### src/rtl/spy_chain_probe_ctrl_if.sv
// Bundle for spy_chain_probe_ctrl: the measurement-register handshake, the
// run results and the two chain taps (pathInput drive, pathResult return).
// When SPY_EDGE_SPLIT_EN is defined, the split per-edge error counters are added.
interface spy_chain_probe_ctrl_if #(
  parameter int TRIAL_W = 16,
  parameter int WAIT_W  = 8
);
  logic               start;
  logic               abort;
  logic [TRIAL_W-1:0] numTrials;
  logic [WAIT_W-1:0]  waitCycles;
  logic               pathInput;
  logic               pathResult;
  logic               busy;
  logic               done;
  logic [TRIAL_W-1:0] trialCount;
  logic [TRIAL_W-1:0] errCount;
`ifdef SPY_EDGE_SPLIT_EN
  logic [TRIAL_W-1:0] errRise;
  logic [TRIAL_W-1:0] errFall;

  modport master (
    output start, abort, numTrials, waitCycles, pathResult,
    input  pathInput, busy, done, trialCount, errCount, errRise, errFall
  );

  modport slave (
    input  start, abort, numTrials, waitCycles, pathResult,
    output pathInput, busy, done, trialCount, errCount, errRise, errFall
  );
`else
  modport master (
    output start, abort, numTrials, waitCycles, pathResult,
    input  pathInput, busy, done, trialCount, errCount
  );

  modport slave (
    input  start, abort, numTrials, waitCycles, pathResult,
    output pathInput, busy, done, trialCount, errCount
  );
`endif
endinterface

### src/rtl/spy_chain_probe_ctrl.sv
// Trial sequencer for one spy delay chain: settle, launch an edge into the
// chain, wait a programmable number of clocks, capture and compare the chain
// output, and count late captures over a run of alternating-edge trials.
// Optional macro SPY_EDGE_SPLIT_EN adds separate rising/falling error counters.
module spy_chain_probe_ctrl #(
  parameter int TRIAL_W       = 16,
  parameter int WAIT_W        = 8,
  parameter int SETTLE_CYCLES = 16,
  parameter bit INVERTING     = 1'b0
) (
  input logic                  clk,
  input logic                  rst,
  spy_chain_probe_ctrl_if.slave bus
);

  localparam int SET_W = (SETTLE_CYCLES > 1) ? $clog2(SETTLE_CYCLES) : 1;
  localparam logic [SET_W-1:0] SETTLE_LAST = SET_W'(SETTLE_CYCLES - 1);

  localparam logic [2:0] ST_IDLE    = 3'd0;
  localparam logic [2:0] ST_SETTLE  = 3'd1;
  localparam logic [2:0] ST_LAUNCH  = 3'd2;
  localparam logic [2:0] ST_WAIT    = 3'd3;
  localparam logic [2:0] ST_CAPTURE = 3'd4;
  localparam logic [2:0] ST_CHECK   = 3'd5;
  localparam logic [2:0] ST_DONE    = 3'd6;

  logic [2:0]         state_q, state_d;
  logic               path_q, path_d;
  logic               busy_q, busy_d;
  logic               done_q, done_d;
  logic [TRIAL_W-1:0] trial_q, trial_d;
  logic [TRIAL_W-1:0] err_q, err_d;
  logic [TRIAL_W-1:0] num_q, num_d;
  logic [WAIT_W-1:0]  wait_q, wait_d;
  logic [WAIT_W-1:0]  wcnt_q, wcnt_d;
  logic [SET_W-1:0]   scnt_q, scnt_d;
  logic               exp_q, exp_d;
  logic               rise_q, rise_d;
  logic               cap_q, cap_d;
  logic [TRIAL_W-1:0] trial_inc;
`ifdef SPY_EDGE_SPLIT_EN
  logic [TRIAL_W-1:0] err_rise_q, err_rise_d;
  logic [TRIAL_W-1:0] err_fall_q, err_fall_d;
`endif

  assign trial_inc = trial_q + 1'b1;

  // Next-state logic; abort overrides every transition and freezes results.
  always_comb begin
    state_d = state_q;
    path_d  = path_q;
    busy_d  = busy_q;
    done_d  = 1'b0;
    trial_d = trial_q;
    err_d   = err_q;
    num_d   = num_q;
    wait_d  = wait_q;
    wcnt_d  = wcnt_q;
    scnt_d  = scnt_q;
    exp_d   = exp_q;
    rise_d  = rise_q;
    cap_d   = cap_q;
`ifdef SPY_EDGE_SPLIT_EN
    err_rise_d = err_rise_q;
    err_fall_d = err_fall_q;
`endif
    if (bus.abort) begin
      state_d = ST_IDLE;
      busy_d  = 1'b0;
    end else begin
      case (state_q)
        ST_IDLE: begin
          if (bus.start) begin
            num_d   = bus.numTrials;
            wait_d  = bus.waitCycles;
            trial_d = '0;
            err_d   = '0;
`ifdef SPY_EDGE_SPLIT_EN
            err_rise_d = '0;
            err_fall_d = '0;
`endif
            busy_d  = 1'b1;
            scnt_d  = '0;
            state_d = (bus.numTrials == '0) ? ST_DONE : ST_SETTLE;
          end
        end
        ST_SETTLE: begin
          if (scnt_q == SETTLE_LAST) begin
            scnt_d  = '0;
            state_d = ST_LAUNCH;
          end else begin
            scnt_d = scnt_q + 1'b1;
          end
        end
        ST_LAUNCH: begin
          // The edge leaves the flop here; the settled chain must show exp.
          path_d  = ~path_q;
          exp_d   = ~path_q ^ INVERTING;
          rise_d  = ~path_q;
          wcnt_d  = wait_q;
          state_d = (wait_q == '0) ? ST_CAPTURE : ST_WAIT;
        end
        ST_WAIT: begin
          wcnt_d = wcnt_q - 1'b1;
          if (wcnt_q == WAIT_W'(1)) begin
            state_d = ST_CAPTURE;
          end
        end
        ST_CAPTURE: begin
          cap_d   = bus.pathResult;
          state_d = ST_CHECK;
        end
        ST_CHECK: begin
          if (cap_q != exp_q) begin
            if (err_q != '1) err_d = err_q + 1'b1;
`ifdef SPY_EDGE_SPLIT_EN
            if (rise_q) begin
              if (err_rise_q != '1) err_rise_d = err_rise_q + 1'b1;
            end else begin
              if (err_fall_q != '1) err_fall_d = err_fall_q + 1'b1;
            end
`endif
          end
          trial_d = trial_inc;
          scnt_d  = '0;
          state_d = (trial_inc == num_q) ? ST_DONE : ST_SETTLE;
        end
        ST_DONE: begin
          done_d  = 1'b1;
          busy_d  = 1'b0;
          state_d = ST_IDLE;
        end
        default: begin
          busy_d  = 1'b0;
          state_d = ST_IDLE;
        end
      endcase
    end
  end

  // State and result registers with synchronous reset.
  always_ff @(posedge clk) begin
    if (rst) begin
      state_q <= ST_IDLE;
      path_q  <= 1'b0;
      busy_q  <= 1'b0;
      done_q  <= 1'b0;
      trial_q <= '0;
      err_q   <= '0;
      num_q   <= '0;
      wait_q  <= '0;
      wcnt_q  <= '0;
      scnt_q  <= '0;
      exp_q   <= 1'b0;
      rise_q  <= 1'b0;
      cap_q   <= 1'b0;
`ifdef SPY_EDGE_SPLIT_EN
      err_rise_q <= '0;
      err_fall_q <= '0;
`endif
    end else begin
      state_q <= state_d;
      path_q  <= path_d;
      busy_q  <= busy_d;
      done_q  <= done_d;
      trial_q <= trial_d;
      err_q   <= err_d;
      num_q   <= num_d;
      wait_q  <= wait_d;
      wcnt_q  <= wcnt_d;
      scnt_q  <= scnt_d;
      exp_q   <= exp_d;
      rise_q  <= rise_d;
      cap_q   <= cap_d;
`ifdef SPY_EDGE_SPLIT_EN
      err_rise_q <= err_rise_d;
      err_fall_q <= err_fall_d;
`endif
    end
  end

  assign bus.pathInput  = path_q;
  assign bus.busy       = busy_q;
  assign bus.done       = done_q;
  assign bus.trialCount = trial_q;
  assign bus.errCount   = err_q;
`ifdef SPY_EDGE_SPLIT_EN
  assign bus.errRise    = err_rise_q;
  assign bus.errFall    = err_fall_q;
`endif

endmodule

### src/flat_wrapper.sv
// flat-port wrapper written by rule: the top's interface ports become plain ports
module spy_chain_probe_ctrl_flat 
#(
  parameter int TRIAL_W       = 16,
  parameter int WAIT_W        = 8,
  parameter int SETTLE_CYCLES = 16,
  parameter bit INVERTING     = 1'b0
)
  (clk, rst, bus_start, bus_abort, bus_numTrials, bus_waitCycles, bus_pathResult, bus_pathInput, bus_busy, bus_done, bus_trialCount, bus_errCount);
  spy_chain_probe_ctrl_if #(.TRIAL_W(TRIAL_W), .WAIT_W(WAIT_W)) bus_i ();
  input logic clk;
  input logic rst;
  input wire logic [$bits(bus_i.start)-1:0] bus_start;
  input wire logic [$bits(bus_i.abort)-1:0] bus_abort;
  input wire logic [$bits(bus_i.numTrials)-1:0] bus_numTrials;
  input wire logic [$bits(bus_i.waitCycles)-1:0] bus_waitCycles;
  input wire logic [$bits(bus_i.pathResult)-1:0] bus_pathResult;
  output wire logic [$bits(bus_i.pathInput)-1:0] bus_pathInput;
  output wire logic [$bits(bus_i.busy)-1:0] bus_busy;
  output wire logic [$bits(bus_i.done)-1:0] bus_done;
  output wire logic [$bits(bus_i.trialCount)-1:0] bus_trialCount;
  output wire logic [$bits(bus_i.errCount)-1:0] bus_errCount;
  assign bus_i.start = bus_start;
  assign bus_i.abort = bus_abort;
  assign bus_i.numTrials = bus_numTrials;
  assign bus_i.waitCycles = bus_waitCycles;
  assign bus_i.pathResult = bus_pathResult;
  assign bus_pathInput = bus_i.pathInput;
  assign bus_busy = bus_i.busy;
  assign bus_done = bus_i.done;
  assign bus_trialCount = bus_i.trialCount;
  assign bus_errCount = bus_i.errCount;
  spy_chain_probe_ctrl #(.TRIAL_W(TRIAL_W), .WAIT_W(WAIT_W), .SETTLE_CYCLES(SETTLE_CYCLES), .INVERTING(INVERTING)) u_core (.clk(clk), .rst(rst), .bus(bus_i));
endmodule
### config.mk
export PLATFORM = sky130hd
export DESIGN_NAME = spy_chain_probe_ctrl_flat
export DESIGN_NICKNAME = d
export VERILOG_FILES = /design/src/rtl/spy_chain_probe_ctrl_if.sv /design/src/rtl/spy_chain_probe_ctrl.sv /design/src/flat_wrapper.sv
export SDC_FILE = /design/constraint.sdc
export NUM_CORES = 1
export LEC_CHECK = 0
export BUFFER_PORTS_ARGS = -buffer_cell sky130_fd_sc_hd__buf_2
export CORE_MARGIN = 5
export CORE_UTILIZATION = 48
export DETAILED_ROUTE_END_ITERATION = 10
export GPL_TIMING_DRIVEN = 0
export PLACE_DENSITY = 0.69
export SLEW_MARGIN = 20
export SYNTH_ARGS = -nofsm -noshare
export SYNTH_HDL_FRONTEND = slang
export SYNTH_SLANG_ARGS = --single-unit
### constraint.sdc
create_clock -name clk -period 3.4 [get_ports clk]
set_input_delay 0.17 -clock clk [delete_from_list [all_inputs] [get_ports clk]]
set_output_delay 0.17 -clock clk [all_outputs]
set_load 0.01 [all_outputs]
### Word level (Yosys, flattened, before mapping)

Cells that the tools add are included.

| storage, ports and cells | value |
|---|---|
| word-level logic and storage cells | 70 |
| output and inout port bits | 35 |
| flip-flop bits (word level) | 75 |
| input bits | 29 |

| operators by class | value |
|---|---|
| reduce and logical (&&, ||, !) cells | 17 |
| add/sub/neg operators | 4 |
| bitwise logic cells | 3 |
| equal/unequal tests | 16 |
| muxes and demuxes | 19 |

Operator list:

| cell | number |
|---|---|
| 16-bit case mux with 2 select lines | 2 |
| 16-bit two-way mux | 3 |
| 16-bit by 1-bit adder with 16-bit output, second input constant | 2 |
| 3-bit two-way mux | 6 |
| 3-bit case mux with 6 select lines | 1 |
| 16-bit == test | 1 |
| 16-bit zero test | 1 |
| 16-bit inequality test, second input constant | 1 |
| 8-bit case mux with 2 select lines | 1 |
| 4-bit case mux with 3 select lines | 1 |
| 3-bit AND reduction | 4 |
| 3-bit == test, second input constant | 3 |
| 8-bit by 1-bit == test with 1-bit output, second input constant | 1 |
| 8-bit zero test | 1 |
| 4-bit two-way mux | 2 |
| 2-bit by 1-bit inequality test with 1-bit output, second input constant | 4 |
| 2-bit AND reduction | 4 |
| 8-bit by 1-bit subtractor with 8-bit output, second input constant | 1 |
| 3-bit by 2-bit == test with 1-bit output, second input constant | 2 |
| 5-bit AND reduction | 1 |
| 5-bit OR reduction | 1 |
| 4-bit by 1-bit adder with 4-bit output, second input constant | 1 |
| 4-bit == test, second input constant | 1 |
| 2-bit nonzero test | 2 |
| 9 further kinds | 12 |

### Depth between registers and ports, before layout

| logic depth | value |
|---|---|
| word-level depth | 4 |
| mapped depth | 8 |
| gate-level depth less buffers | 8 |

### Worst setup path before layout

OpenSTA, ideal clock, no wires.

| timing | value |
|---|---|
| kind | register -> register |
| start point | reg u_core.trial_q[0] (netlist: u_core.bus.trialCount[0]) |
| end point | reg u_core.state_q[0] |
| library setup time | 0.115 ns |
| arrival | 1.959 ns |
| data required time | 3.285 ns |
| cell stages (with the launch flop) | 9 |
| setup slack | 1.327 ns |
| clock period less this slack | 2.073 ns |
| path buffers | 1 |
| cells stage by stage | dfxtp_1 -> ha_1 -> clkbuf_2 -> nand4_4 -> nor4_2 -> xnor2_1 -> nor4_4 -> a31oi_1 -> o21a_1 |

| on the way | value |
|---|---|
| word-level cells in the longest chain between the ends | 4 |

RTL lines:

| item | line | text |
|---|---|---|
| start, declared | spy_chain_probe_ctrl.sv:31 | `logic [TRIAL_W-1:0] trial_q, trial_d;` |
| start signal, assigned | spy_chain_probe_ctrl.sv:166 | `trial_q <= trial_d;` |
| 16-bit by 1-bit adder with 16-bit output | spy_chain_probe_ctrl.sv:46 | `assign trial_inc = trial_q + 1'b1;` |
| 16-bit == test | spy_chain_probe_ctrl.sv:126 | `state_d = (trial_inc == num_q) ? ST_DONE : ST_SETTLE;` |
| 3-bit two-way mux | spy_chain_probe_ctrl.sv:126 |  |
| 3-bit case mux with 6 select lines | spy_chain_probe_ctrl.sv:71 | `case (state_q)` |
| end signal, assigned | spy_chain_probe_ctrl.sv:162 | `state_q <= state_d;` |
| end, declared | spy_chain_probe_ctrl.sv:27 | `logic [2:0] state_q, state_d;` |

Every way passes these cells.
A chain may end at the register's enable or synchronous reset.

### Worst setup path in the final report

| timing | value |
|---|---|
| start point | reg u_core.trial_q[0] (netlist: u_core.bus.trialCount[0]) |
| end point | reg u_core.state_q[2] |

Same word-level chain as after synthesis.

==> run_results.csv <==
group,metric,value,unit
power,power.share.sequential,0.493,
route,detail-route-antenna-nets,0,
die,initial_utilization,0.4868,
setup_path,worstPathArrival,2.69,ns
setup_path,cp_startpoint,"u_core.bus.trialCount[0]",
sta,sum_of_negative_setup_slack,0,ns
synthesis,syn_avg_cell_area,7.967,µm²
setup_path,worstReg2RegEnd,"u_core.state_q[2]",
setup_path,worstReg2RegStart,"u_core.bus.trialCount[0]",
grt,grt_pass1_vias,3744,
min_path,holdPathStages,3,
grt,antenna_found_initial,0,
synthesis,synth_sequential_area_ratio,0.3590,
cts,post-cts-setup-buffer-count,0,
synthesis,syn_area,0.004183,mm²
route,routed_via_density,5.682,
sta,max-slew-margin-rel,0.4917,
cts,post_cts_resize_count,0,
synthesis,post_synth_inst_count,525,
synthesis,syn-num-nets,559,
cts,worst_setup_hold_path_clk_slew,0.09,ns
cts,cts_root_buf,"sky130_fd_sc_hd__clkbuf_8",
finish,final_cell_mix,"75 x sky130_fd_sc_hd__dfxtp_1, 73 x sky130_fd_sc_hd__nand2_1, 69 x sky130_fd_sc_hd__buf_2",
min_path,hold_end,"u_core.wait_q[5]",
setup_path,worstSetupStartpointType,"register",
synthesis,synth_area_leader_cell,"sky130_fd_sc_hd__dfxtp_1",
grt,grt_max_degree,14,
sta,final.setup.worst_slack,0.9787,ns
min_path,hold_class,"in2reg",
power,clock_power_share,0.424,
finish,layout.cells.most_common,"sky130_fd_sc_hd__dfxtp_1",
run_status,outcome,"finished clean",
route,drt-initial-drc-count,202,
power,power.share.switching,0.2481,
grt,grt_pass1_wl,18040,µm
grt,gr-usage-all-layers,0.2145,
sta,final.hold.worst_slack,0.04851,ns
finish,final_stage_net_count,632,
synthesis,synth.lib_cells_used.distinct,66,
power,ir_worst_vdd,192.1,µV
cts,clkSinkCount,75,
sta,max_clock_freq,413.0,MHz
place,routabilityCongestion,0.8840,
die,placement_rows,34,
synthesis,synth.ff_latch_count,75,
sta,hold_viol,0,
cts,clock_tree.htree_level_count,3,
setup_path,r2r_slack,0.98,ns
synthesis,synth.yosys.warnings,0,
setup_path,worstSetupPathType,"reg2reg",
die,chipHeight,103.4,µm
finish,seqCellArea,0.001501,mm²
cts,tritoncts_clock_tree,"built",
power,power.density_cell_area,379.5,mW/mm²
setup_path,maximum_fanout_count_along_the_critical_path,9,
job,number_of_violations_of_the_max_capacitance_limit,0,
synthesis,synth_enable_flop_cells,0,
setup_path,required,3.67,ns
setup_path,endpoint_kind,"register",
setup_path,number_of_cell_instances_on_the_worst_register_to_register_path,8,
die,boundaryPins,64,
route,number_of_design_rule_violations_left_after_detail_routing,0,
sta,drv_slew,0,
synthesis,synth_flop_cell,"sky130_fd_sc_hd__dfxtp_1",
finish,syn_to_final_growth,16.06,%
sta,unrepaired_setup_endpoints_after_global_routing,"no",
sta,minimum_clock_period,2.421,ns
place,buffer_ports.inserted,62,
synthesis,synthArstFlopShare,0,
route,routed_wire_length_per_instance,15.56,µm
power,p_int,1.385,mW
finish,drive_gt1_frac,0.1891,
sta,skew,0.01292,ns
finish,final.fill_count,820,
route,first_pass_iters,5,
sta,fin_crit_sh,0.7121,
power,power_frac_comb,0.083,
cts,clock_insertion_delay_at_the_later_pin_of_the_skew_report,0.35,ns
place,place_worst_setup_slack,1.018,ns
power,p_leak,1.781,nW
sta,finalSetupViolCount,0,
finish,multi_input_gate_area_in_the_final_layout,0.002472,mm²
power,power.net_switching,0.4572,mW
place,hpwlAfterDp,8238,µm
place,detailed_place.area,0.004628,mm²
die,die_area,0.01068,mm²
min_path,hold_path.startpoint,"bus_waitCycles[5]",
synthesis,synth_top_area_frac,0.3590,
cts,tritoncts_buffers,9,
route,wirelength,11060,µm
finish,antennaDiodeCount,0,
sta,tightestPinTransition,0.7554,ns
synthesis,synth.top_cells.by_area,"sky130_fd_sc_hd__dfxtp_1 36%, sky130_fd_sc_hd__a21oi_1 6.7%, sky130_fd_sc_hd__nand2_1 6.6%, sky130_fd_sc_hd__xnor2_1 5.9%, sky130_fd_sc_hd__nor2_1 4.9%",
die,design.core.area,0.008593,mm²
die,width_of_the_die,103.4,µm
route,num_vias,4040,
grt,grt_overflow,0,
finish,post_layout_inst_area,0.004855,mm²
cts,cts-root-to-sink-buffers,2,
cts,post_cts_hold_buffer_count,0,
## logic make-up after synthesis
family / Yosys count / share of synthesized area
buf+inv: 45 / 0.04995
flops: 75 / 0.3590
xor+xnor: 36 / 0.07538
mux: 8 / 0.01974
fa+ha+maj: 5 / 0.01496
simple gates: 238 / 0.3018
compound gates: 118 / 0.1792
## worst max-delay path, stage by stage, from the launching register on
cell and delay, ns:
sky130_fd_sc_hd__dfxtp_1 0.50, sky130_fd_sc_hd__ha_1 0.19, sky130_fd_sc_hd__clkbuf_2 0.23, sky130_fd_sc_hd__nand4_4 0.21
sky130_fd_sc_hd__nor4_2 0.46, sky130_fd_sc_hd__xnor2_1 0.16, sky130_fd_sc_hd__nor4_4 0.17, sky130_fd_sc_hd__nand4b_1 0.21
sky130_fd_sc_hd__o22ai_1 0.20
## layer usage
layer  wire, µm  GRT usage
met2       5094     0.3314
met1       5127     0.2960
met5          0          0
met3        563    0.03421
met4        276    0.09263
## sequential cells by signal (all words and copies together) (netlist names)
name	flops
u_core.bus.errCount	16
u_core.bus.trialCount	16
u_core.num_q	16
u_core.wait_q	8
u_core.wcnt_q	8
u_core.scnt_q	4
u_core.state_q	3
u_core.bus.busy	1
u_core.bus.done	1
u_core.bus.pathInput	1
u_core.cap_q	1
## how the worst max path moves through the flow
stage | end | slack (ns) | depth (start not counted)
6_report | u_core.state_q[2] | 0.98 | 8
5_1_grt | u_core.state_q[2] | 0.77 | 8
4_1_cts | u_core.state_q[2] | 0.99 | 8
3_5_place_dp | u_core.state_q[2] | 1.02 | 8
3_3_place_gp | u_core.state_q[2] | 1.01 | 8
2_1_floorplan | u_core.state_q[0] | 1.33 | 8
## cell type report
| type | count | share of cell area |
|---|---|---|
| well taps | 108 | 0.02784 |
| clock buffers | 10 | 0.02835 |
| clock inverters | 6 | 0.01830 |
| plain buffers | 33 | 0.03376 |
| inverters | 12 | 0.009278 |
| multi-input cells | 405 | 0.5093 |
| flip-flops and latches | 75 | 0.3093 |
| repair buffers | 62 | 0.06392 |
## cell usage after synthesis (3+ instances only)
cell,count
sky130_fd_sc_hd__a2111oi_1,5
sky130_fd_sc_hd__a211oi_1,3
sky130_fd_sc_hd__a21oi_1,56
sky130_fd_sc_hd__a22oi_1,5
sky130_fd_sc_hd__a311oi_1,4
sky130_fd_sc_hd__a31oi_1,4
sky130_fd_sc_hd__and3_1,4
sky130_fd_sc_hd__buf_1,3
sky130_fd_sc_hd__buf_2,7
sky130_fd_sc_hd__buf_4,6
sky130_fd_sc_hd__clkbuf_1,15
sky130_fd_sc_hd__dfxtp_1,75
sky130_fd_sc_hd__ha_1,5
sky130_fd_sc_hd__inv_1,12
sky130_fd_sc_hd__mux2i_1,6
sky130_fd_sc_hd__nand2_1,73
sky130_fd_sc_hd__nand2b_1,7
sky130_fd_sc_hd__nand3_1,20
sky130_fd_sc_hd__nand3b_1,5
sky130_fd_sc_hd__nand4_1,10
sky130_fd_sc_hd__nor2_1,55
sky130_fd_sc_hd__nor2b_1,7
sky130_fd_sc_hd__nor3_1,14
sky130_fd_sc_hd__nor4_1,8
sky130_fd_sc_hd__nor4_2,3
sky130_fd_sc_hd__o211ai_1,5
sky130_fd_sc_hd__o21ai_0,16
sky130_fd_sc_hd__or2_2,4
sky130_fd_sc_hd__or3_1,3
sky130_fd_sc_hd__or4_1,4
sky130_fd_sc_hd__xnor2_1,28
sky130_fd_sc_hd__xor2_1,8
## metrics by stage
step | util | power [mW] | cells
floorplan | - | 1.024 | 525
global placement | 0.5386 | 1.077 | 695
detailed placement | 0.5386 | 1.079 | 695
CTS | 0.5649 | 1.849 | 711
global route | 0.5649 | 1.916 | 711
finish | 0.5649 | 1.842 | 711
## power by group through the flow
stage	Clock, mW	Sequential (mW)	Combinational, mW
5_1_grt	0.835	0.909	0.171
3_5_place_dp	0	0.928	0.151
6_report	0.782	0.908	0.153
2_1_floorplan	0	0.924	0.100
4_1_cts	0.790	0.907	0.152
3_3_place_gp	0	0.927	0.149
Note: power is estimated with default switching activity, not from simulation.
